$ cat config.mk
export PLATFORM = sky130hd
export DESIGN_NAME = fetch_controller_flat
export DESIGN_NICKNAME = d
export VERILOG_FILES = /design/src/rtl/fetch_controller_if.sv /design/src/rtl/fetch_controller.sv /design/src/flat_wrapper.sv
export SDC_FILE = /design/constraint.sdc
export NUM_CORES = 1
export LEC_CHECK = 0
export ABC_CLOCK_PERIOD_IN_PS = 1950
export CORE_AREA = 5 5 70 72
export DETAILED_ROUTE_END_ITERATION = 7
export DIE_AREA = 0 0 75 77
export PLACE_DENSITY_LB_ADDON = 0.08
export SETUP_SLACK_MARGIN = 0.2
export SLEW_MARGIN = 40
export SYNTH_ARGS = -nofsm -noshare
export SYNTH_HDL_FRONTEND = slang
export SYNTH_SLANG_ARGS = --single-unit
$ cat constraint.sdc
create_clock -name clk -period 1.95 [get_ports clk]
set_input_delay 0.585 -clock clk [delete_from_list [all_inputs] [get_ports clk]]
set_output_delay 0.585 -clock clk [all_outputs]
set_load 0.02 [all_outputs]
$ cat src/rtl/fetch_controller_if.sv
// rtl/fetch_controller_if.sv - signal bundle between fetch controller, instruction memory and decode
//
// Purpose: groups the control inputs, the instruction-memory read port and the
//          issue outputs of the fetch controller into one bundle.
// Modports:
//   master - the fetch controller: drives mem_addr and the issue/status outputs,
//            receives start/stall/branch controls and the memory read data.
//   slave  - the surrounding system (memory, decode/execute, sequencer).
// Signals:
//   start, stall, branch_taken, branch_target   control into the controller
//   mem_addr / mem_instr                        combinational memory read port
//   instr_out, instr_valid                      issued instruction
//   busy, done, issue_count                     status

interface fetch_controller_if #(
   parameter int ADDR_W  = 8,
   parameter int INSTR_W = 9
);
   logic               start;
   logic               stall;
   logic               branch_taken;
   logic [ADDR_W-1:0]  branch_target;
   logic [INSTR_W-1:0] mem_instr;
   logic [ADDR_W-1:0]  mem_addr;
   logic [INSTR_W-1:0] instr_out;
   logic               instr_valid;
   logic               busy;
   logic               done;
   logic [15:0]        issue_count;

   modport master (
      input  start, stall, branch_taken, branch_target, mem_instr,
      output mem_addr, instr_out, instr_valid, busy, done, issue_count
   );

   modport slave (
      output start, stall, branch_taken, branch_target, mem_instr,
      input  mem_addr, instr_out, instr_valid, busy, done, issue_count
   );
endinterface

$ cat src/rtl/fetch_controller.sv
// rtl/fetch_controller.sv - PC sequencer and issue register for the 256x9 instruction memory
//
// Purpose: owns the PC, presents it to the instruction memory, captures each
//          fetched word into an issue register, applies stalls and branch
//          redirects, and stops at the halt word or at the end of memory.
// Ports:
//   clk    in   clock
//   reset  in   synchronous, active-high reset
//   bus    fetch_controller_if.master:
//     start          in   begin execution (honoured in IDLE/HALT only)
//     stall          in   hold PC and issue register this cycle
//     branch_taken   in   redirect PC to branch_target
//     branch_target  in   redirect address
//     mem_instr      in   memory word at mem_addr (same cycle)
//     mem_addr       out  PC register
//     instr_out      out  issued instruction (registered)
//     instr_valid    out  instr_out is new this cycle
//     busy           out  running
//     done           out  halted
//     issue_count    out  instructions issued since start, saturating

module fetch_controller #(
   parameter int                 ADDR_W     = 8,
   parameter int                 INSTR_W    = 9,
   parameter logic [INSTR_W-1:0] HALT_INSTR = 9'h1FF,
   parameter logic [ADDR_W-1:0]  START_ADDR = 8'h00
) (
   input  logic               clk,
   input  logic               reset,
   fetch_controller_if.master bus
);

   typedef enum logic [1:0] {
      S_IDLE = 2'd0,
      S_RUN  = 2'd1,
      S_HALT = 2'd2
   } state_t;

   localparam logic [ADDR_W-1:0] LAST_ADDR = '1;
   localparam logic [15:0]       COUNT_MAX = 16'hFFFF;

   state_t             state_q, state_d;
   logic [ADDR_W-1:0]  pc_q, pc_d;
   logic [INSTR_W-1:0] instr_q, instr_d;
   logic               valid_q, valid_d;
   logic [15:0]        count_q, count_d;
   logic               busy_q, done_q;

   // Per-cycle decisions. Inside RUN the order is stall, then branch, then
   // halt detect, then normal issue; only the winning action takes effect.
   always_comb begin
      state_d = state_q;
      pc_d    = pc_q;
      instr_d = instr_q;
      valid_d = 1'b0;
      count_d = count_q;

      unique case (state_q)
         S_IDLE, S_HALT: begin
            if (bus.start) begin
               state_d = S_RUN;
               pc_d    = START_ADDR;
               count_d = '0;
            end
         end

         S_RUN: begin
            if (bus.stall) begin
               // Execute keeps branch_taken asserted across the stall, so
               // the redirect is simply picked up once the stall drops.
               valid_d = 1'b0;
            end else if (bus.branch_taken) begin
               // The word currently at PC is the fall-through: squash it.
               pc_d = bus.branch_target;
            end else if (bus.mem_instr == HALT_INSTR) begin
               // PC stays on the halt word for inspection.
               state_d = S_HALT;
            end else begin
               instr_d = bus.mem_instr;
               valid_d = 1'b1;
               if (count_q != COUNT_MAX) begin
                  count_d = count_q + 16'd1;
               end
               // Issuing the last word ends the program; PC does not wrap.
               if (pc_q == LAST_ADDR) begin
                  state_d = S_HALT;
               end else begin
                  pc_d = pc_q + 1'b1;
               end
            end
         end

         default: begin
            state_d = S_IDLE;
         end
      endcase
   end

   always_ff @(posedge clk) begin
      if (reset) begin
         state_q <= S_IDLE;
         pc_q    <= START_ADDR;
         instr_q <= '0;
         valid_q <= 1'b0;
         count_q <= '0;
         busy_q  <= 1'b0;
         done_q  <= 1'b0;
      end else begin
         state_q <= state_d;
         pc_q    <= pc_d;
         instr_q <= instr_d;
         valid_q <= valid_d;
         count_q <= count_d;
         // Status flags registered from the next state so they line up
         // with state_q without a decode after the flops.
         busy_q  <= (state_d == S_RUN);
         done_q  <= (state_d == S_HALT);
      end
   end

   assign bus.mem_addr    = pc_q;
   assign bus.instr_out   = instr_q;
   assign bus.instr_valid = valid_q;
   assign bus.busy        = busy_q;
   assign bus.done        = done_q;
   assign bus.issue_count = count_q;

endmodule

$ cat src/flat_wrapper.sv
// flat-port wrapper written by rule: the top's interface ports become plain ports
module fetch_controller_flat 
#(
   parameter int                 ADDR_W     = 8,
   parameter int                 INSTR_W    = 9,
   parameter logic [INSTR_W-1:0] HALT_INSTR = 9'h1FF,
   parameter logic [ADDR_W-1:0]  START_ADDR = 8'h00
)
  (clk, reset, bus_start, bus_stall, bus_branch_taken, bus_branch_target, bus_mem_instr, bus_mem_addr, bus_instr_out, bus_instr_valid, bus_busy, bus_done, bus_issue_count);
  fetch_controller_if #(.ADDR_W(ADDR_W), .INSTR_W(INSTR_W)) bus_i ();
  input  logic clk;
  input  logic reset;
  input wire logic [$bits(bus_i.start)-1:0] bus_start;
  input wire logic [$bits(bus_i.stall)-1:0] bus_stall;
  input wire logic [$bits(bus_i.branch_taken)-1:0] bus_branch_taken;
  input wire logic [$bits(bus_i.branch_target)-1:0] bus_branch_target;
  input wire logic [$bits(bus_i.mem_instr)-1:0] bus_mem_instr;
  output wire logic [$bits(bus_i.mem_addr)-1:0] bus_mem_addr;
  output wire logic [$bits(bus_i.instr_out)-1:0] bus_instr_out;
  output wire logic [$bits(bus_i.instr_valid)-1:0] bus_instr_valid;
  output wire logic [$bits(bus_i.busy)-1:0] bus_busy;
  output wire logic [$bits(bus_i.done)-1:0] bus_done;
  output wire logic [$bits(bus_i.issue_count)-1:0] bus_issue_count;
  assign bus_i.start = bus_start;
  assign bus_i.stall = bus_stall;
  assign bus_i.branch_taken = bus_branch_taken;
  assign bus_i.branch_target = bus_branch_target;
  assign bus_i.mem_instr = bus_mem_instr;
  assign bus_mem_addr = bus_i.mem_addr;
  assign bus_instr_out = bus_i.instr_out;
  assign bus_instr_valid = bus_i.instr_valid;
  assign bus_busy = bus_i.busy;
  assign bus_done = bus_i.done;
  assign bus_issue_count = bus_i.issue_count;
  fetch_controller #(.ADDR_W(ADDR_W), .INSTR_W(INSTR_W), .HALT_INSTR(HALT_INSTR), .START_ADDR(START_ADDR)) u_core (.clk(clk), .reset(reset), .bus(bus_i));
endmodule
==> results of run 1 <==
through the flow:
step / area (um^2) / cells / worst slack (ns)
detailed placement: 2700 / 349 / -0.502
CTS: 2970 / 365 / 0.164
floorplan: 1940 / 227 / 0.152
global route: 3190 / 375 / 0.0684
finish: 3190 / 375 / 0.113
global placement: 2700 / 349 / -0.435
repair_timing:
action,4_1_cts,5_1_grt
gates resized for setup,100,42
hold buffers,0,0
buffers inserted,6,10
endpoints found under the setup margin,74,34
gates cloned,2,0
pin swaps,15,30
final cells by class:
type | instances | area, um^2 | share of cell area (%)
Multi-Input combinational cell | 175 | 1330 | 41.7
Timing Repair Buffer | 98 | 845 | 26.5
Sequential cell | 38 | 791 | 24.8
Clock buffer | 6 | 82.6 | 2.59
Tap cell | 52 | 65.1 | 2.04
Clock inverter | 2 | 60.1 | 1.88
Inverter | 4 | 15.0 | 0.471
cell families after synthesis:
group | synth area share, %
muxes | 6.28
adders and majority gates | 1.31
buffers and inverters | 3.86
xor gates and xnor gates | 1.37
AOI/OAI and AO/OA | 19.5
DFF | 39.8
and+or+nand+nor | 27.9
per-layer routing:
| metal | global-route usage [%] | up-vias |
|---|---|---|
| li1 | - | 1052 |
| met1 | 27.0 | 994 |
| met2 | 31.8 | 83 |
| met3 | 5.10 | 10 |
| met4 | 4.98 | 0 |
| met5 | 0 | - |
flip-flops by register name (all words and copies together), names as in the netlist:
| register | flops |
|---|---|
| u_core.state_q | 2 |
| u_core.bus.busy | 1 |
| u_core.bus.mem_addr | 8 |
| u_core.bus.done | 1 |
| u_core.bus.instr_out | 9 |
| u_core.bus.issue_count | 16 |
| u_core.bus.instr_valid | 1 |
Yosys cell counts (all sizes together) (2+ instances only):
cell and number:
nand2 24, a311o 3, dfxtp 38, nor4 3
nand4 10, ha 2, a211oi 3, or4 7
o21ai 12, xnor2 3, a32oi 2, and4 4
and3 3, mux2i 12, or3 9, o31ai 7
nand3 6, inv 4, a21oi 19, nor2 20
buf 6, nor3 7, clkbuf 6
path summary, 6_finish.rpt:
path | from | to | slack [ns]
hold reg to reg | u_core.bus.instr_out[0] | u_core.bus.instr_out[0] | 0.47
setup reg to reg | u_core.bus.issue_count[1] | u_core.bus.issue_count[14] | 0.20
hold / removal | u_core.bus.instr_out[0] | u_core.bus.instr_out[0] | 0.47
setup / recovery | bus_mem_instr[2] | u_core.bus.issue_count[8] | 0.11
critical path, cell delays in order:
cell and delay (ns):
buf_2 0.11, nand4_1 0.15, buf_4 0.15, o31ai_4 0.08
a211o_2 0.40, buf_6 0.14, or3_4 0.32, a21oi_2 0.12
power by group through the flow:
stage	combinational [uW]	sequential, uW	clock [uW]
2_1_floorplan	136	856	0
3_3_place_gp	313	841	0
3_5_place_dp	317	841	0
4_1_cts	339	827	845
5_1_grt	430	827	894
6_report	400	824	835
==> results.md, run 1 <==
* Status: finished clean
* Clock-pin slew on the worst setup and hold paths at 0.08 ns
* Setup TNS at 0 ns
* Mapped Nets at 251
* Cell Area, Synth at 1910 um^2
* Switching power at 513 uW
* RD Place Congestion at 0.818
* First-pass GRT wire length at 9.34 mm
* Largest net degree at the start of global routing at 14
* Ys Warns at 0
* Clk_skew at 0.00435 ns
* Switch share at 24.9%
* Hold crit path type: flop to flop
* CP max FO at 4
* Clock Tree Buf Depth at 2
* Most common cell after layout, fill and taps aside: dlygate4sd2_1
* Seq cells post-synth at 38
* Core Area at 4230 um^2
* Clock latency at the later pin of the worst-skew pair at 0.29 ns
* Final setup violation count at 0
* Synth Flop Type: dfxtp_1
* GRT Overall Usage at 20.1%
* Part of the power in registers at 40.0%
* Final core utilization at 75.3%
* GR Overflow Total at 0
* Root buf cell: clkbuf_8
* Final WL at 6.00 mm
* Vias in the first global route at 1955
* Worst hold slack at 0.472 ns
* Initial Util at 45.2%
* Share of layout cells above drive strength 1 at 35.3%
* Ports at 58
* Final HPWL from detailed placement at 3.80 mm
* Drt initial violations at 162
* Hold path cells at 2
* Fmax at 0.544 GHz
* Area Growth Syn to Fin at 66.8%
* Fin nets at 346
* Internal power at 1550 uW
* Top cell type's share of synthesized area at 39.8%
* Worst Path Required at 2.18 ns
* Met2 WL at 2.99 mm
* Crit path launch type: primary input
* Number of synthesized flops with an enable pin at 0
* Combinational power share at 19.4%
* DR pass1 iterations at 4
* ANT nets after route at 0
* Tot Pwr at 2060 uW
* Clock network fraction of total power at 40.6%
* Cell taking the most area after synthesis: dfxtp_1
* Wire length on met1 at 2.59 mm
* Post-Syn Area per Cell at 8.42 um^2
* Largest cells by area after synthesis: dfxtp_1, mux2i_1, a21oi_1
* Initial antenna violation count at 0
* Number of diodes at 0
* Fill cells at 306
* Clock Sinks at 38
* Critical path arrival at 2.06 ns
* Worst setup EP type: flop
* Max-slew violations at 0
* Chip width at 75 um
* I/O Buffers at 57
* H-tree depth at 2
* CTS tree: done
* CTS buffer count at 5
* Fin. Hold Viols at 0
* Max Cap Viol at 0
* Peak supply drop at 526 uV
* Max layer used: met4
* Die Height at 77 um
* Register area share after synthesis at 39.8%
* Max transition margin at 68.8%
* Worst-Margin Slew at 0.466 ns
* Yosys cell types at 45
* Crit path kind: primary input to flop
* Unrepaired setup endpoints after global routing: true
* Die area at 5780 um^2
* Pwr Density at 646 nW/um^2
* Syn Inst Count at 227
* DRC viols at 0
* Wire per inst at 16.0 um
* Period utilization at 94.2%
* Vias at 2139
* Final min period at 1.84 ns
* Num rows at 24
* Met3 WL at 320 um
* Most frequent cells in the layout: dlygate4sd2_1, buf_4, dfxtp_1
* Vias/cell at 5.70
* P_leak at 0.00140 uW
* Worst r2r path cells at 7
* FFs w/ async S/R, synth at 0%
No activity file was read; power rests on OpenSTA's default activity.
==> run 2, diff against run 1 <==
--- a/config.mk
+++ b/config.mk
@@ -9,7 +9,7 @@
 export CORE_AREA = 5 5 70 72
 export DETAILED_ROUTE_END_ITERATION = 7
 export DIE_AREA = 0 0 75 77
-export PLACE_DENSITY_LB_ADDON = 0.08
+export PLACE_DENSITY = 0.83
 export SETUP_SLACK_MARGIN = 0.2
 export SLEW_MARGIN = 40
 export SYNTH_ARGS = -nofsm -noshare
==> results.md, run 2 (synthesized netlist as in run 1, its figures left out) <==
* Status: finished clean
* Root buf cell: clkbuf_8
* Fin. Hold Viols at 0 (unchanged)
* Clock-pin slew on the worst setup and hold paths at 0.07 ns (about the same)
* FF/Latch Area at 790 um^2 (-0.16%)
* P_leak at 0.00136 uW (-3.0%)
* Share of layout cells above drive strength 1 at 34.1% (-1.2 points)
* Area Growth Syn to Fin at 59.9%
* Post-Place Worst Slack at -0.469 ns (+0.0327 ns)
* Max-slew violations at 0 (unchanged)
* Period utilization at 94.7% (+0.49 points)
* Most frequent cells in the layout: dlygate4sd2_1, buf_4, nand2_1, dfxtp_1, nor2_1
* Final WL at 6.33 mm (+5.5%)
* CTS tree: done
* Setup ws final at 0.104 ns (-0.00951 ns)
* GRT Overall Usage at 20.6% (+0.46 points)
* Unrepaired setup endpoints after global routing: true
* Crit-path leading delay family: compound AO/OA/AOI/OAI gates
* Chip width at 75 um (unchanged)
* Initial antenna violation count at 0 (unchanged)
* ANT nets after route at 0 (unchanged)
* Reg2reg start: u_core.bus.issue_count[0]
* Max reg flops at 16 (unchanged)
* Crit path launch type: primary input
* Crit path kind: primary input to flop
* DR pass1 iterations at 4 (unchanged)
* Hold Startpoint: u_core.bus.instr_out[0]
* Initial Util at 45.2% (unchanged)
* CTS Hold Bufs at 0 (unchanged)
* Critical path arrival at 2.05 ns (about the same)
* Worst r2r path cells at 6 (-1)
* Clock Sinks at 38 (unchanged)
* CP max FO at 7 (+3)
* CTS buffer count at 5 (unchanged)
* Final min period at 1.85 ns (+0.00951 ns)
* GR Overflow Total at 0 (unchanged)
* Worst setup EP type: flop
* DRC viols at 0 (unchanged)
* Drt initial violations at 215 (+33%)
* Wire per inst at 17.0 um (+6.4%)
* Hold crit path type: flop to flop
* Worst Path Required at 2.16 ns (-0.02 ns)
* Pwr Density at 549 nW/um^2 (-15%)
* Clock Tree Buf Depth at 2 (unchanged)
* Worst hold slack at 0.471 ns (-0.00147 ns)
* Final HPWL from detailed placement at 3.80 mm (+0.18%)
* Core Area at 4230 um^2 (unchanged)
* Fin nets at 344 (-0.58%)
* Fmax at 0.542 GHz (-0.52%)
* Max transition margin at 72.7% (+3.9 points)
* RR Endpoint: u_core.bus.issue_count[15]
* Clk_skew at 0.00377 ns (-0.000581 ns)
* Clock latency at the later pin of the worst-skew pair at 0.28 ns (about the same)
* Largest net degree at the start of global routing at 14 (unchanged)
* Number of diodes at 0 (unchanged)
* Worst-Margin Slew at 0.406 ns (-0.0599 ns)
* Peak supply drop at 364 uV (-31%)
* CP most frequent cell: buf_6
* Most common cell after layout, fill and taps aside: dlygate4sd2_1
* Critical path's largest stage delay at 0.41 ns (about the same)
* Fill cells at 293 (-4.2%)
* Vias in the first global route at 2090 (+6.9%)
* Critical path, cell by cell: buf_6, nand4_1, buf_6, buf_4, o31ai_4, a211o_4, or4_1, a21oi_1
* Vias at 2203 (+3.0%)
* Slowest CP cell: or4_1
* Ports at 58 (unchanged)
* Final setup violation count at 0 (unchanged)
* Critical path buffers and inverters at 3 (unchanged)
* I/O Buffers at 57 (unchanged)
* Hold EP: u_core.bus.instr_out[0]
* Vias/cell at 5.92 (+3.8%)
* Area of the multi-input gates at 1300 um^2 (-2.6%)
* Die Height at 77 um (unchanged)
* R2R Setup Slk at 0.19 ns (about the same)
* RD Place Congestion at 0.901 (+10%)
* Tot Pwr at 1680 uW (-18%)
* Hold path cells at 2 (unchanged)
* First-pass GRT wire length at 9.63 mm (+3.2%)
* H-tree depth at 2 (unchanged)
* Num rows at 24 (unchanged)
* Final core utilization at 72.2% (-3.1 points)
* Die area at 5780 um^2 (unchanged)
* Max Cap Viol at 0 (unchanged)
==> run 2: cell types whose count changed in the layout (fill, tap and decap cells not counted), moves of 3 or more <==
cell,previous run,this run
dfxtp_2,6,11
buf_4,36,32
clkbuf_2,2,6
buf_6,8,11
dfxtp_1,26,23
==> run 2: layout make-up <==
| class | instances | share of cell area [%] |
|---|---|---|
| Clock buffer | 5 | 2.25 |
| Clock inverter | 2 | 0.327 |
| Inverter | 4 | 0.491 |
| Multi-Input combinational cell | 175 | 42.4 |
| Sequential cell | 38 | 25.8 |
| Tap cell | 52 | 2.13 |
| Timing Repair Buffer | 96 | 26.6 |
==> run 2: timing repair <==
item / 4_1_cts / 5_1_grt
cloned: 2 / 0
resized for setup: 90 / 46
buffers inserted: 6 / 8
endpoints found under the setup margin: 72 / 28
pin swaps: 12 / 13
==> run 2: tightest hold or removal path: stages, from the launching register on <==
cell and delay (ns):
dfxtp_1 0.31, inv_1 0.05, a221oi_1 0.06
==> run 2: power by group <==
| part | leakage (uW) | internal [uW] | switching, uW |
|---|---|---|---|
| logic | 0.00100 | 163 | 182 |
| registers | 0.000316 | 796 | 28.8 |
| clock network | 0.0000438 | 240 | 270 |
==> run 2: through the flow <==
step / setup TNS, ns / instance area [um^2] / std cells
final: 0 / 3060 / 372
after CTS: 0 / 2880 / 364
after detailed placement: -12.26 / 2700 / 349
after global placement: -11.14 / 2700 / 349
after global routing: 0 / 3060 / 372
after floorplan: 0 / 1940 / 227
==> run 2: worst max path at each step <==
stage | start | end | slack, ns | cells after the start
final | bus_mem_instr[2] | u_core.bus.issue_count[15] | 0.10 | 8
after floorplan | bus_mem_instr[2] | u_core.bus.issue_count[9] | 0.15 | 7
after global routing | bus_mem_instr[2] | u_core.bus.issue_count[15] | 0.1 | 8
after CTS | bus_mem_instr[1] | u_core.bus.mem_addr[0] | 0.16 | 8
after detailed placement | bus_mem_instr[3] | u_core.bus.issue_count[15] | -0.47 | 6
after global placement | bus_mem_instr[6] | u_core.bus.mem_addr[5] | -0.44 | 8
==> run 2: routing by layer <==
layer	wire length (um)	vias to the layer above	GRT usage (%)	part of all wire (%)
li1	-	1048	-	-
met1	2490	1030	26.4	39
met2	3240	117	33.9	51
met3	541	8	6.01	8.5
met4	57	0	4.09	0.90
met5	0	-	0	0
==> run 3, diff against run 2 <==
--- a/config.mk
+++ b/config.mk
@@ -11,7 +11,7 @@
 export DIE_AREA = 0 0 75 77
 export PLACE_DENSITY = 0.83
 export SETUP_SLACK_MARGIN = 0.2
-export SLEW_MARGIN = 40
+export SLEW_MARGIN = 0
 export SYNTH_ARGS = -nofsm -noshare
 export SYNTH_HDL_FRONTEND = slang
 export SYNTH_SLANG_ARGS = --single-unit
==> results of run 3 <==
Same layout as run 2: the final DEF is identical, and so are final timing and power.
